`src/rtl/mem_cache_arbiter_if.sv`:
```
// Requester and cache signal bundle for mem_cache_arbiter.
// slave is the arbiter view; master is the requester/cache view.
interface mem_cache_arbiter_if #(
    parameter int ADDR_W = 8,
    parameter int DATA_W = 32
);
    logic              r0_req;
    logic              r0_we;
    logic [ADDR_W-1:0] r0_addr;
    logic [DATA_W-1:0] r0_wdata;
    logic              r0_ack;
    logic [DATA_W-1:0] r0_rdata;
    logic              r1_req;
    logic              r1_we;
    logic [ADDR_W-1:0] r1_addr;
    logic [DATA_W-1:0] r1_wdata;
    logic              r1_ack;
    logic [DATA_W-1:0] r1_rdata;
    logic [ADDR_W-1:0] c_addr;
    logic [DATA_W-1:0] c_wdata;
    logic              c_wr_req;
    logic              c_rd_req;
    logic [DATA_W-1:0] c_rdata;
    logic              c_hit;

    modport slave (
        input  r0_req, r0_we, r0_addr, r0_wdata,
        input  r1_req, r1_we, r1_addr, r1_wdata,
        input  c_rdata, c_hit,
        output r0_ack, r0_rdata, r1_ack, r1_rdata,
        output c_addr, c_wdata, c_wr_req, c_rd_req
    );

    modport master (
        output r0_req, r0_we, r0_addr, r0_wdata,
        output r1_req, r1_we, r1_addr, r1_wdata,
        output c_rdata, c_hit,
        input  r0_ack, r0_rdata, r1_ack, r1_rdata,
        input  c_addr, c_wdata, c_wr_req, c_rd_req
    );
endinterface

```
`src/rtl/mem_cache_arbiter.sv`:
```
// Round-robin two-requester arbiter sequencing single accesses
// into a single-port cache, with saturating hit/miss statistics.
module mem_cache_arbiter #(
    parameter int ADDR_W = 8,
    parameter int DATA_W = 32,
    parameter int CNT_W  = 16
) (
    input  logic               clk,
    input  logic               rstn,
    mem_cache_arbiter_if.slave bus,
    output logic               busy,
    output logic               grant_id,
    output logic [CNT_W-1:0]   hit_cnt,
    output logic [CNT_W-1:0]   miss_cnt
);
    typedef enum logic [1:0] {
        IDLE,
        ISSUE,
        RESP
    } state_t;

    state_t            state;
    state_t            state_nx;
    logic              last_grant;
    logic              grant_q;
    logic              we_q;
    logic [ADDR_W-1:0] addr_q;
    logic [DATA_W-1:0] wdata_q;
    logic [DATA_W-1:0] rdata_q;
    logic              take;
    logic              win;

    // Pick a winner; on a tie the loser of the previous grant goes.
    always_comb begin
        take = bus.r0_req | bus.r1_req;
        win  = 1'b0;
        if (bus.r0_req && bus.r1_req) begin
            win = ~last_grant;
        end else begin
            win = bus.r1_req;
        end
    end

    // Next state: wait for a request, then one access and one ack cycle.
    always_comb begin
        state_nx = state;
        unique case (state)
            IDLE:    if (take) state_nx = ISSUE;
            ISSUE:   state_nx = RESP;
            RESP:    state_nx = IDLE;
            default: state_nx = IDLE;
        endcase
    end

    // State register.
    always_ff @(posedge clk or negedge rstn) begin
        if (!rstn) begin
            state <= IDLE;
        end else begin
            state <= state_nx;
        end
    end

    // Latch the winner's fields at grant so later input changes are ignored.
    always_ff @(posedge clk or negedge rstn) begin
        if (!rstn) begin
            last_grant <= 1'b1;
            grant_q    <= 1'b0;
            we_q       <= 1'b0;
            addr_q     <= '0;
            wdata_q    <= '0;
        end else if (state == IDLE && take) begin
            last_grant <= win;
            grant_q    <= win;
            we_q       <= win ? bus.r1_we    : bus.r0_we;
            addr_q     <= win ? bus.r1_addr  : bus.r0_addr;
            wdata_q    <= win ? bus.r1_wdata : bus.r0_wdata;
        end
    end

    // Capture read data and count hit or miss as the access closes.
    always_ff @(posedge clk or negedge rstn) begin
        if (!rstn) begin
            rdata_q  <= '0;
            hit_cnt  <= '0;
            miss_cnt <= '0;
        end else if (state == ISSUE) begin
            if (!we_q) begin
                rdata_q <= bus.c_rdata;
            end
            if (bus.c_hit) begin
                if (hit_cnt != '1) hit_cnt <= hit_cnt + CNT_W'(1);
            end else begin
                if (miss_cnt != '1) miss_cnt <= miss_cnt + CNT_W'(1);
            end
        end
    end

    assign bus.c_addr   = addr_q;
    assign bus.c_wdata  = wdata_q;
    assign bus.c_rd_req = (state == ISSUE) & ~we_q;
    assign bus.c_wr_req = (state == ISSUE) & we_q;
    assign bus.r0_ack   = (state == RESP) & ~grant_q;
    assign bus.r1_ack   = (state == RESP) & grant_q;
    assign bus.r0_rdata = rdata_q;
    assign bus.r1_rdata = rdata_q;
    assign busy         = (state != IDLE);
    assign grant_id     = grant_q;
endmodule

```
`src/flat_wrapper.sv`:
```
// flat-port wrapper written by rule: the top's interface ports become plain ports
module mem_cache_arbiter_flat 
#(
    parameter int ADDR_W = 8,
    parameter int DATA_W = 32,
    parameter int CNT_W  = 16
)
  (clk, rstn, busy, grant_id, hit_cnt, miss_cnt, bus_r0_req, bus_r0_we, bus_r0_addr, bus_r0_wdata, bus_r1_req, bus_r1_we, bus_r1_addr, bus_r1_wdata, bus_c_rdata, bus_c_hit, bus_r0_ack, bus_r0_rdata, bus_r1_ack, bus_r1_rdata, bus_c_addr, bus_c_wdata, bus_c_wr_req, bus_c_rd_req);
  mem_cache_arbiter_if #(.ADDR_W(ADDR_W), .DATA_W(DATA_W)) bus_i ();
  input  logic clk;
  input  logic rstn;
  output logic busy;
  output logic grant_id;
  output logic [CNT_W-1:0] hit_cnt;
  output logic [CNT_W-1:0] miss_cnt;
  input wire logic [$bits(bus_i.r0_req)-1:0] bus_r0_req;
  input wire logic [$bits(bus_i.r0_we)-1:0] bus_r0_we;
  input wire logic [$bits(bus_i.r0_addr)-1:0] bus_r0_addr;
  input wire logic [$bits(bus_i.r0_wdata)-1:0] bus_r0_wdata;
  input wire logic [$bits(bus_i.r1_req)-1:0] bus_r1_req;
  input wire logic [$bits(bus_i.r1_we)-1:0] bus_r1_we;
  input wire logic [$bits(bus_i.r1_addr)-1:0] bus_r1_addr;
  input wire logic [$bits(bus_i.r1_wdata)-1:0] bus_r1_wdata;
  input wire logic [$bits(bus_i.c_rdata)-1:0] bus_c_rdata;
  input wire logic [$bits(bus_i.c_hit)-1:0] bus_c_hit;
  output wire logic [$bits(bus_i.r0_ack)-1:0] bus_r0_ack;
  output wire logic [$bits(bus_i.r0_rdata)-1:0] bus_r0_rdata;
  output wire logic [$bits(bus_i.r1_ack)-1:0] bus_r1_ack;
  output wire logic [$bits(bus_i.r1_rdata)-1:0] bus_r1_rdata;
  output wire logic [$bits(bus_i.c_addr)-1:0] bus_c_addr;
  output wire logic [$bits(bus_i.c_wdata)-1:0] bus_c_wdata;
  output wire logic [$bits(bus_i.c_wr_req)-1:0] bus_c_wr_req;
  output wire logic [$bits(bus_i.c_rd_req)-1:0] bus_c_rd_req;
  assign bus_i.r0_req = bus_r0_req;
  assign bus_i.r0_we = bus_r0_we;
  assign bus_i.r0_addr = bus_r0_addr;
  assign bus_i.r0_wdata = bus_r0_wdata;
  assign bus_i.r1_req = bus_r1_req;
  assign bus_i.r1_we = bus_r1_we;
  assign bus_i.r1_addr = bus_r1_addr;
  assign bus_i.r1_wdata = bus_r1_wdata;
  assign bus_i.c_rdata = bus_c_rdata;
  assign bus_i.c_hit = bus_c_hit;
  assign bus_r0_ack = bus_i.r0_ack;
  assign bus_r0_rdata = bus_i.r0_rdata;
  assign bus_r1_ack = bus_i.r1_ack;
  assign bus_r1_rdata = bus_i.r1_rdata;
  assign bus_c_addr = bus_i.c_addr;
  assign bus_c_wdata = bus_i.c_wdata;
  assign bus_c_wr_req = bus_i.c_wr_req;
  assign bus_c_rd_req = bus_i.c_rd_req;
  mem_cache_arbiter #(.ADDR_W(ADDR_W), .DATA_W(DATA_W), .CNT_W(CNT_W)) u_core (.clk(clk), .rstn(rstn), .bus(bus_i), .busy(busy), .grant_id(grant_id), .hit_cnt(hit_cnt), .miss_cnt(miss_cnt));
endmodule
```
`config.mk`:
```
export PLATFORM = sky130hd
export DESIGN_NAME = mem_cache_arbiter_flat
export DESIGN_NICKNAME = d
export VERILOG_FILES = /design/src/rtl/mem_cache_arbiter_if.sv /design/src/rtl/mem_cache_arbiter.sv /design/src/flat_wrapper.sv
export SDC_FILE = /design/constraint.sdc
export NUM_CORES = 1
export LEC_CHECK = 0
export ABC_AREA = 1
export BUFFER_PORTS_ARGS = -buffer_cell sky130_fd_sc_hd__buf_4
export CAP_MARGIN = 40
export CORE_UTILIZATION = 50
export DETAILED_ROUTE_END_ITERATION = 8
export PLACE_DENSITY_LB_ADDON = 0.3
export SKIP_CTS_REPAIR_TIMING = 1
export SYNTH_ARGS = -nofsm -noshare
export SYNTH_HDL_FRONTEND = slang
export SYNTH_SLANG_ARGS = --single-unit
```
`constraint.sdc`:
```
create_clock -name clk -period 2.95 [get_ports clk]
set_clock_uncertainty 0.1 [all_clocks]
set_input_delay 0.295 -clock clk [delete_from_list [all_inputs] [get_ports clk]]
set_output_delay 0.295 -clock clk [all_outputs]
set_load 0.05 [all_outputs]
```
# == Yosys cells after proc, flatten, opt, wreduce, memory -nomap -nowiden ==
# Cells that the tools add are included.
# op_classes
addsub,2
n_eq_ne,5
muxes,6
n_bitwise,9
n_reduce_logical,7
# ops
operator,n
$add 16x1->16 const B,2
$mux 32,1
$ne 16x16->1 const B,2
$mux 8,1
$reduce_and 3->1,2
$and 1x1->1,4
$not 1->1,4
$pmux 2 s2,1
$eq 2x1->1 const B,1
$eq 2x2->1 const B,1
$logic_and 1x1->1,2
$logic_not 2->1,1
$mux 1,2
$mux 2,1
$ne 2x1->1 const B,1
$reduce_and 2->1,1
$reduce_bool 2->1,1
$or 1x1->1,1
# totals
register_bits,109
in_bits,119

# == Depth between registers and ports, before layout ==
# Gate-level depths: netlist of the first run.
# logic_depth
word_depth,3
depth_mapped,10

# == Least setup slack after synthesis of the first run ==
# OpenSTA, ideal clock, no wires.
# synth_timing
path_kind,flip-flop to output port
startpoint,"register u_core.grant_q, in the netlist u_core.grant_id"
endpoint,output port bus_r1_ack
t_arrival_ns,1.791
required_ns,2.555
path_slack_ns,0.764
path_stages_with_launch,3
n_path_buf,0
cell_sequence,dfrtp_1 > inv_1 > nor3_1
# synth_via
elab_chain_cells,1
# synth_rtl
element,line,source
from (decl),mem_cache_arbiter.sv:25,logic grant_q;
from (signal assigned),mem_cache_arbiter.sv:74,grant_q <= win;
$and 1x1->1,mem_cache_arbiter.sv:104,assign bus.r1_ack = (state == RESP) & grant_q;
to (decl),flat_wrapper.sv:28,output wire logic [$bits(bus_i.r1_ack)-1:0] bus_r1_ack;
# Every way passes these cells.

# == Worst setup path in the final report of the first run ==
# layout_timing
startpoint,register u_core.state[1]
endpoint,output port bus_c_rd_req
# layout_via
elab_chain_cells,2
# layout_rtl
element,line,source
from (decl),mem_cache_arbiter.sv:22,state_t state;
from (signal assigned),mem_cache_arbiter.sv:60,state <= state_nx;
$eq 2x1->1,mem_cache_arbiter.sv:101,assign bus.c_rd_req = (state == ISSUE) & ~we_q;
$and 1x1->1,mem_cache_arbiter.sv:101,
to (decl),flat_wrapper.sv:33,output wire logic [$bits(bus_i.c_rd_req)-1:0] bus_c_rd_req;
# Every way passes these cells.

==> results of run 1 <==
## final timing paths
| path | end | cells after the start |
|---|---|---|
| max | bus_c_rd_req | 4 |
| min | u_core.bus.r0_rdata[0]$_DFFE_PN0P_ | 3 |
| max reg2reg | u_core.miss_cnt[7]$_DFFE_PN0P_ | 9 |
| min reg2reg | u_core.last_grant$_DFFE_PN1P_ | 2 |
| max in group asynchronous | u_core.bus.r0_rdata[12]$_DFFE_PN0P_ | 3 |
| min in group asynchronous | u_core.bus.c_wdata[18]$_DFFE_PN0P_ | 2 |
## through the flow
stage | hold WS [ps] | power (W)
3_5_place_dp | 248 | 0.00821
3_3_place_gp | 245 | 0.00813
4_1_cts | -160 | 0.00908
5_1_grt | 9.21 | 0.00950
2_1_floorplan | -101 | 0.00669
6_report | 23.2 | 0.00902
## registers in the layout, summed over array words and instances (netlist names)
register	count
u_core.bus.c_addr	8
u_core.bus.c_wdata	32
u_core.bus.r0_rdata	32
u_core.grant_id	1
u_core.hit_cnt	16
u_core.last_grant	1
u_core.miss_cnt	16
u_core.state	2
u_core.we_q	1
## area by class of cell
type | count | area (µm²)
Clock inverter | 4 | 30.0
Inverter | 34 | 128
Tap cell | 136 | 170
Fill cell | 919 | 3010
Clock buffer | 12 | 155
Sequential cell | 109 | 2730
Multi-Input combinational cell | 508 | 2250
Timing Repair Buffer | 267 | 2030
## cell families after synthesis
logic type,Yosys count,synth area share
AO/OA/AOI/OAI,44,0.0493
flip-flops,109,0.495
XOR/XNOR,8,0.0127
AND/OR/NAND/NOR,454,0.342
adder cells (fa/ha/maj),2,0.00454
buffers and inverters,96,0.0969
## per-layer routing
layer	share of wire	routed length [µm]	GRT usage	vias up
met3	0.078	1170	0.0717	24
met5	0	0	0	-
met1	0.39	5900	0.315	2407
li1	-	-	-	2643
met2	0.51	7580	0.471	203
met4	0.021	311	0.0871	0
## cell usage in the layout (no fill, tap or decap), types with 4 or more instances in the layout
cell	instances
nand2_1	305
buf_4	264
dfrtp_1	108
nor2_1	76
nand3_1	40
a31oi_1	40
inv_1	28
clkbuf_8	11
nand2_2	8
nor2_4	8
xor2_1	6
inv_2	4
nor3_1	4
## report_power, final
group,switching [W],internal (W),total (W)
Combinational,0.00407,0.00155,0.00562
Clock,0.000513,0.000358,0.000871
Sequential,0.000448,0.00208,0.00252
Total,0.00503,0.00399,0.00902
## worst reg2reg max path: cells and delay by family, from the launching register on
| kind | cells | cell delay [ps] |
|---|---|---|
| adder cells (fa/ha/maj) | 1 | 260 |
| flip-flops | 1 | 440 |
| AND/OR/NAND/NOR | 8 | 1000 |
==> impl_results.md, run 1 <==
* Status: finished, final reports clean
* Ant diodes at 0
* Initial DRC count at around 230
* Largest fanout on the critical path at 11
* Ys flop type: dfrtp_1
* Max cap viols at 0
* Total grt overflow at 0
* Final hold violations at 0
* Register area share after synthesis at 0.495
* Iteration count of the initial detailed-routing pass at 4
* Slew HR at 0.542
* DR WL/cell at 14.0 µm
* Hold path start: bus_c_rdata[0]
* CP peak stage delay at 400 ps
* Vias per cell at a little under 5
* Peak supply drop at roughly 970 µV
* Initial Util at 0.525
* Initial antenna violation count at 0
* Util after Layout at 0.714
* Leading area contributor after synthesis: dfrtp_1
* Yosys reg bits at about 110
* Die ar. at 11,400 µm²
* WP data required at about 2600 ps
* Leakage at 3.89 nW
* GRT Total Usage at 0.267
* Slowest CP cell: dfrtp_1
* WL final at 15,000 µm
* Synth warnings at 0
* Post-route ant nets at 0
* Tmin final at 1970 ps
* HPWL Detailed at 11,400 µm
* Final net count at 1,050
* Asr flop ratio synth at 1.00
* Synth-to-layout area growth at 36.0%
* CTS sink cnt at between 100 and 150
* Critical path class: flop to output port
* TritonCTS Buffers at 9
* Die height at about 110 µm
* Max-slew violation count at 0
* Die X at 107 µm
* Post-Place Cell Area at 7300 µm²
* Synth top area cells: dfrtp_1 (49%), nand2_1 (21%), nor2_1 (5.2%)
* Gpl congestion at 0.843
* PD cells at roughly 1200 nW/µm²
* Global-route wire length before repair at 24,100 µm
* Clk root buf: clkbuf_8
* Final WS setup at between 900 and 1000 ps
* Inst Count DP at between 1,000 and 1,500
* Vias in the first global route at 4,967
* Top achievable clock speed at 0.508 GHz
* Synth Instances at 713
* WP buf/inv at 2
* Cell family with most CP delay: simple AND/OR/NAND/NOR gates
* Final instance area at 7500 µm²
* Finished Layout Cells at 1,070
* Fin crit share at 0.667
* Worst-margin pin slew at 686 ps
* Layout cells sized above 1 at 0.329
* H-tree levels at 3
* Post-synth cell types at 29
* # IOs at 261
* Syn Area/Cell at 7.73 µm²
* Final Setup Violations at 0
* Drt drc at 0
* Setup crit start: u_core.state[1]$_DFFE_PN0P_
* Synthesized area at approximately 5500 µm²
* CP Cell Sequence: inv_2, nand2_2, nor2_4, buf_4
* Min-delay worst type: primary input to flop
* Clk buf depth at 2
* CTS tree: done
* Commonest cells post-synth: nand2_1 (305), dfrtp_1 (108), nor2_1 (76)
* CP Data Arrival Time at 1570 ps
* Unrepaired setup endpoints after global routing: false
* CP endpoint kind: output port
* Reg-to-Reg Start: u_core.miss_cnt[0]$_DFFE_PN0P_
* Latest clock arrival within the worst-skew pair at roughly 370 ps
* Crit path launch type: flop
* Share of the synthesized area in the top cell type at 0.490
* EDFF count, synth at 0
* Top-count cell post-synth: nand2_1
* Core area at ~11,000 µm²
* Placement Rows at 37
* IO Port Bufs at 260
* R2R Setup Slk at 1090 ps
* Largest net degree at the start of global routing at 86
* Setup TNS at 0 ps
* Via count at 5,277
* Syn nets at 834
* CTS clk-pin slew, worst paths at around 110 ps
* Pre-CTS WS at 1100 ps
(Power assumes the default switching activity.)
==> run 2, diff against run 1 <==
- CORE_UTILIZATION: 50 -> 42
- clock period: 2.95 -> 1.6 ns (I/O delays scaled with it)
==> impl_results.md, run 2 (synthesis results as in run 1) <==
* Switching part of the total at 0.533 (-0.0252)
* Max-slew violation count at 0 (unchanged)
* Post-route ant nets at 0 (unchanged)
* HPWL Detailed at 11,600 µm (+1.6%)
* Most frequent cells in the layout: nand2_1 (297), buf_4 (287), dlygate4sd3_1 (101), dfrtp_1 (82), nor2_1 (68)
* CTS clk-pin slew, worst paths at 70 ps (-40 ps)
* CP endpoint kind: output port
* CTS tree: done
* Core area at 12,700 µm² (+21%)
* GRT Total Usage at 0.226 (-0.0411)
* Initial DRC count at 347 (+49%)
* IO Port Bufs at 260 (unchanged)
* Peak supply drop at 948 µV (-2.8%)
* Failing checks: negative hold slack, negative setup slack
* Internal at 0.00881 W (+120%)
* Final hold violations at 4 (+4)
* Leakage at 4.65 nW (+20%)
* DR WL/cell at 15.8 µm (+13%)
* Clk root buf: clkbuf_16
* Gpl congestion at 0.877 (+4.1%)
* Unrepaired setup endpoints after global routing: true
* Synth-to-layout area growth at 71.7%
* Placement Rows at 41 (+11%)
* Min-delay worst type: primary input to flop
* Via count at 6,233 (+18%)
* Max cap viols at 0 (unchanged)
* Pre-CTS WS at 37.2 ps (-1060 ps)
* Initial antenna violation count at 0 (unchanged)
* Iteration count of the initial detailed-routing pass at 6 (+2)
* Final WS setup at -30.4 ps (-1010 ps)
* Die X at 117 µm (+8.9%)
* Total power at 0.0189 W (+110%)
* Sw Pwr at 0.0100 W (+100%)
* TritonCTS Buffers at 9 (unchanged)
* Logic pwr share at 0.634 (+0.010)
* Post-Place Cell Area at 7770 µm² (+6.4%)
* Final instance area at 9460 µm² (+26%)
* Initial Util at 0.433 (-0.0913)
* Final Setup Violations at 1 (+1)
* # IOs at 261 (unchanged)
* Total grt overflow at 0 (unchanged)
* Crit path launch type: flop
* Critical path class: flop to output port
* Final hold slack at -25.2 ps (-48.4 ps)
* Fillers at 858 (-6.6%)
* Drt drc at 0 (unchanged)
* Fin crit share at 1.02
* Tmin final at 1630 ps
* Largest fanout on the critical path at 5 (-6)
* Latest clock arrival within the worst-skew pair at 350 ps (-20 ps)
* Reg power frac at 0.252 (-0.028)
* Most common cell after layout, fill and taps aside: nand2_1
* Layout cells sized above 1 at 0.392 (+0.0631)
* Top achievable clock speed at a little over 0.6 GHz
* Clock share of power at 0.114 (+0.017)
* Clk buf depth at 2 (unchanged)
* H-tree levels at 3 (unchanged)
* Global-route wire length before repair at 23,700 µm (-1.7%)
* Largest net degree at the start of global routing at 63 (-27%)
* Vias in the first global route at 4,883 (-1.7%)
* Ant diodes at 0 (unchanged)
* CTS sink cnt at 109 (unchanged)
* Vias per cell at 4.99 (+1.2%)
* Die height at 117 µm (+8.9%)
* Worst-margin pin slew at 548 ps (-138 ps)
* WP data required at 1340 ps (-1220 ps)
* CP Data Arrival Time at 1370 ps (-200 ps)
* Status: finished, violations left
* WL final at 19,800 µm (+32%)
* Die ar. at 13,600 µm² (+19%)
* Final net count at 1,193 (+14%)
* PD cells at 1990 nW/µm² (+66%)
* Slew HR at 0.634 (+0.0923)
run 2: metal layers:
metal	vias to the layer above	wire [µm]	part of all wire	global-route usage
met5	-	0	0	0
met4	0	632	0.032	0.0928
met3	59	1360	0.069	0.0483
met2	313	10300	0.52	0.387
met1	2925	7470	0.38	0.277
li1	2936	-	-	-
run 2: power groups by stage:
stage | Clock (W) | Combinational [W] | Sequential (W)
after floorplan | 0 | 0.00442 | 0.00809
final | 0.00215 | 0.0119 | 0.00476
after CTS | 0.00218 | 0.0108 | 0.00470
after detailed placement | 0 | 0.0108 | 0.00474
after global placement | 0 | 0.0107 | 0.00470
after global routing | 0.00229 | 0.0126 | 0.00488
run 2: cell type report:
cell class / instances / area [µm²] / area share
multi-input combinational: 508 / 2490 / 0.263
clock inverter: 6 / 37.5 / 0.00397
inverter: 34 / 128 / 0.0135
sequential: 109 / 2760 / 0.292
timing repair buffer: 410 / 3590 / 0.380
tap: 172 / 215 / 0.0227
clock buffer: 10 / 239 / 0.0253
run 2: path summary, 6_finish.rpt:
kind                       slack [ps]  depth (start not counted)                             endpoint                           from
setup / recovery                  -30                          5                         bus_c_rd_req    u_core.state[1]$_DFFE_PN0P_
min in group asynchronous         160                          2      u_core.miss_cnt[13]$_DFFE_PN0P_                           rstn
hold / removal                    -30                          3   u_core.bus.c_wdata[15]$_DFFE_PN0P_               bus_r0_wdata[15]
hold reg to reg                   390                          2        u_core.last_grant$_DFFE_PN1P_  u_core.last_grant$_DFFE_PN1P_
max in group asynchronous         630                          3  u_core.bus.r0_rdata[26]$_DFFE_PN0P_                           rstn
setup reg to reg                   20                         10        u_core.hit_cnt[4]$_DFFE_PN0P_  u_core.hit_cnt[1]$_DFFE_PN0P_
run 2: worst max-delay path, cell delays in order, from the launching register on:
cell and delay (ps):
dfrtp_1 390, inv_2 100, nand2_4 70, nor2_4 180, buf_12 140, buf_12 130
run 2: per-stage QoR:
stage | TNS, ps | hold WS [ps] | cells | util
2_1_floorplan | -481 | -236 | 713 | -
3_3_place_gp | 0 | 0.356 | 1107 | 0.611
3_5_place_dp | 0 | -0.251 | 1107 | 0.611
4_1_cts | -315 | -378 | 1123 | 0.632
5_1_grt | -676 | -3.90 | 1249 | 0.744
6_report | -30.4 | -25.2 | 1249 | 0.744
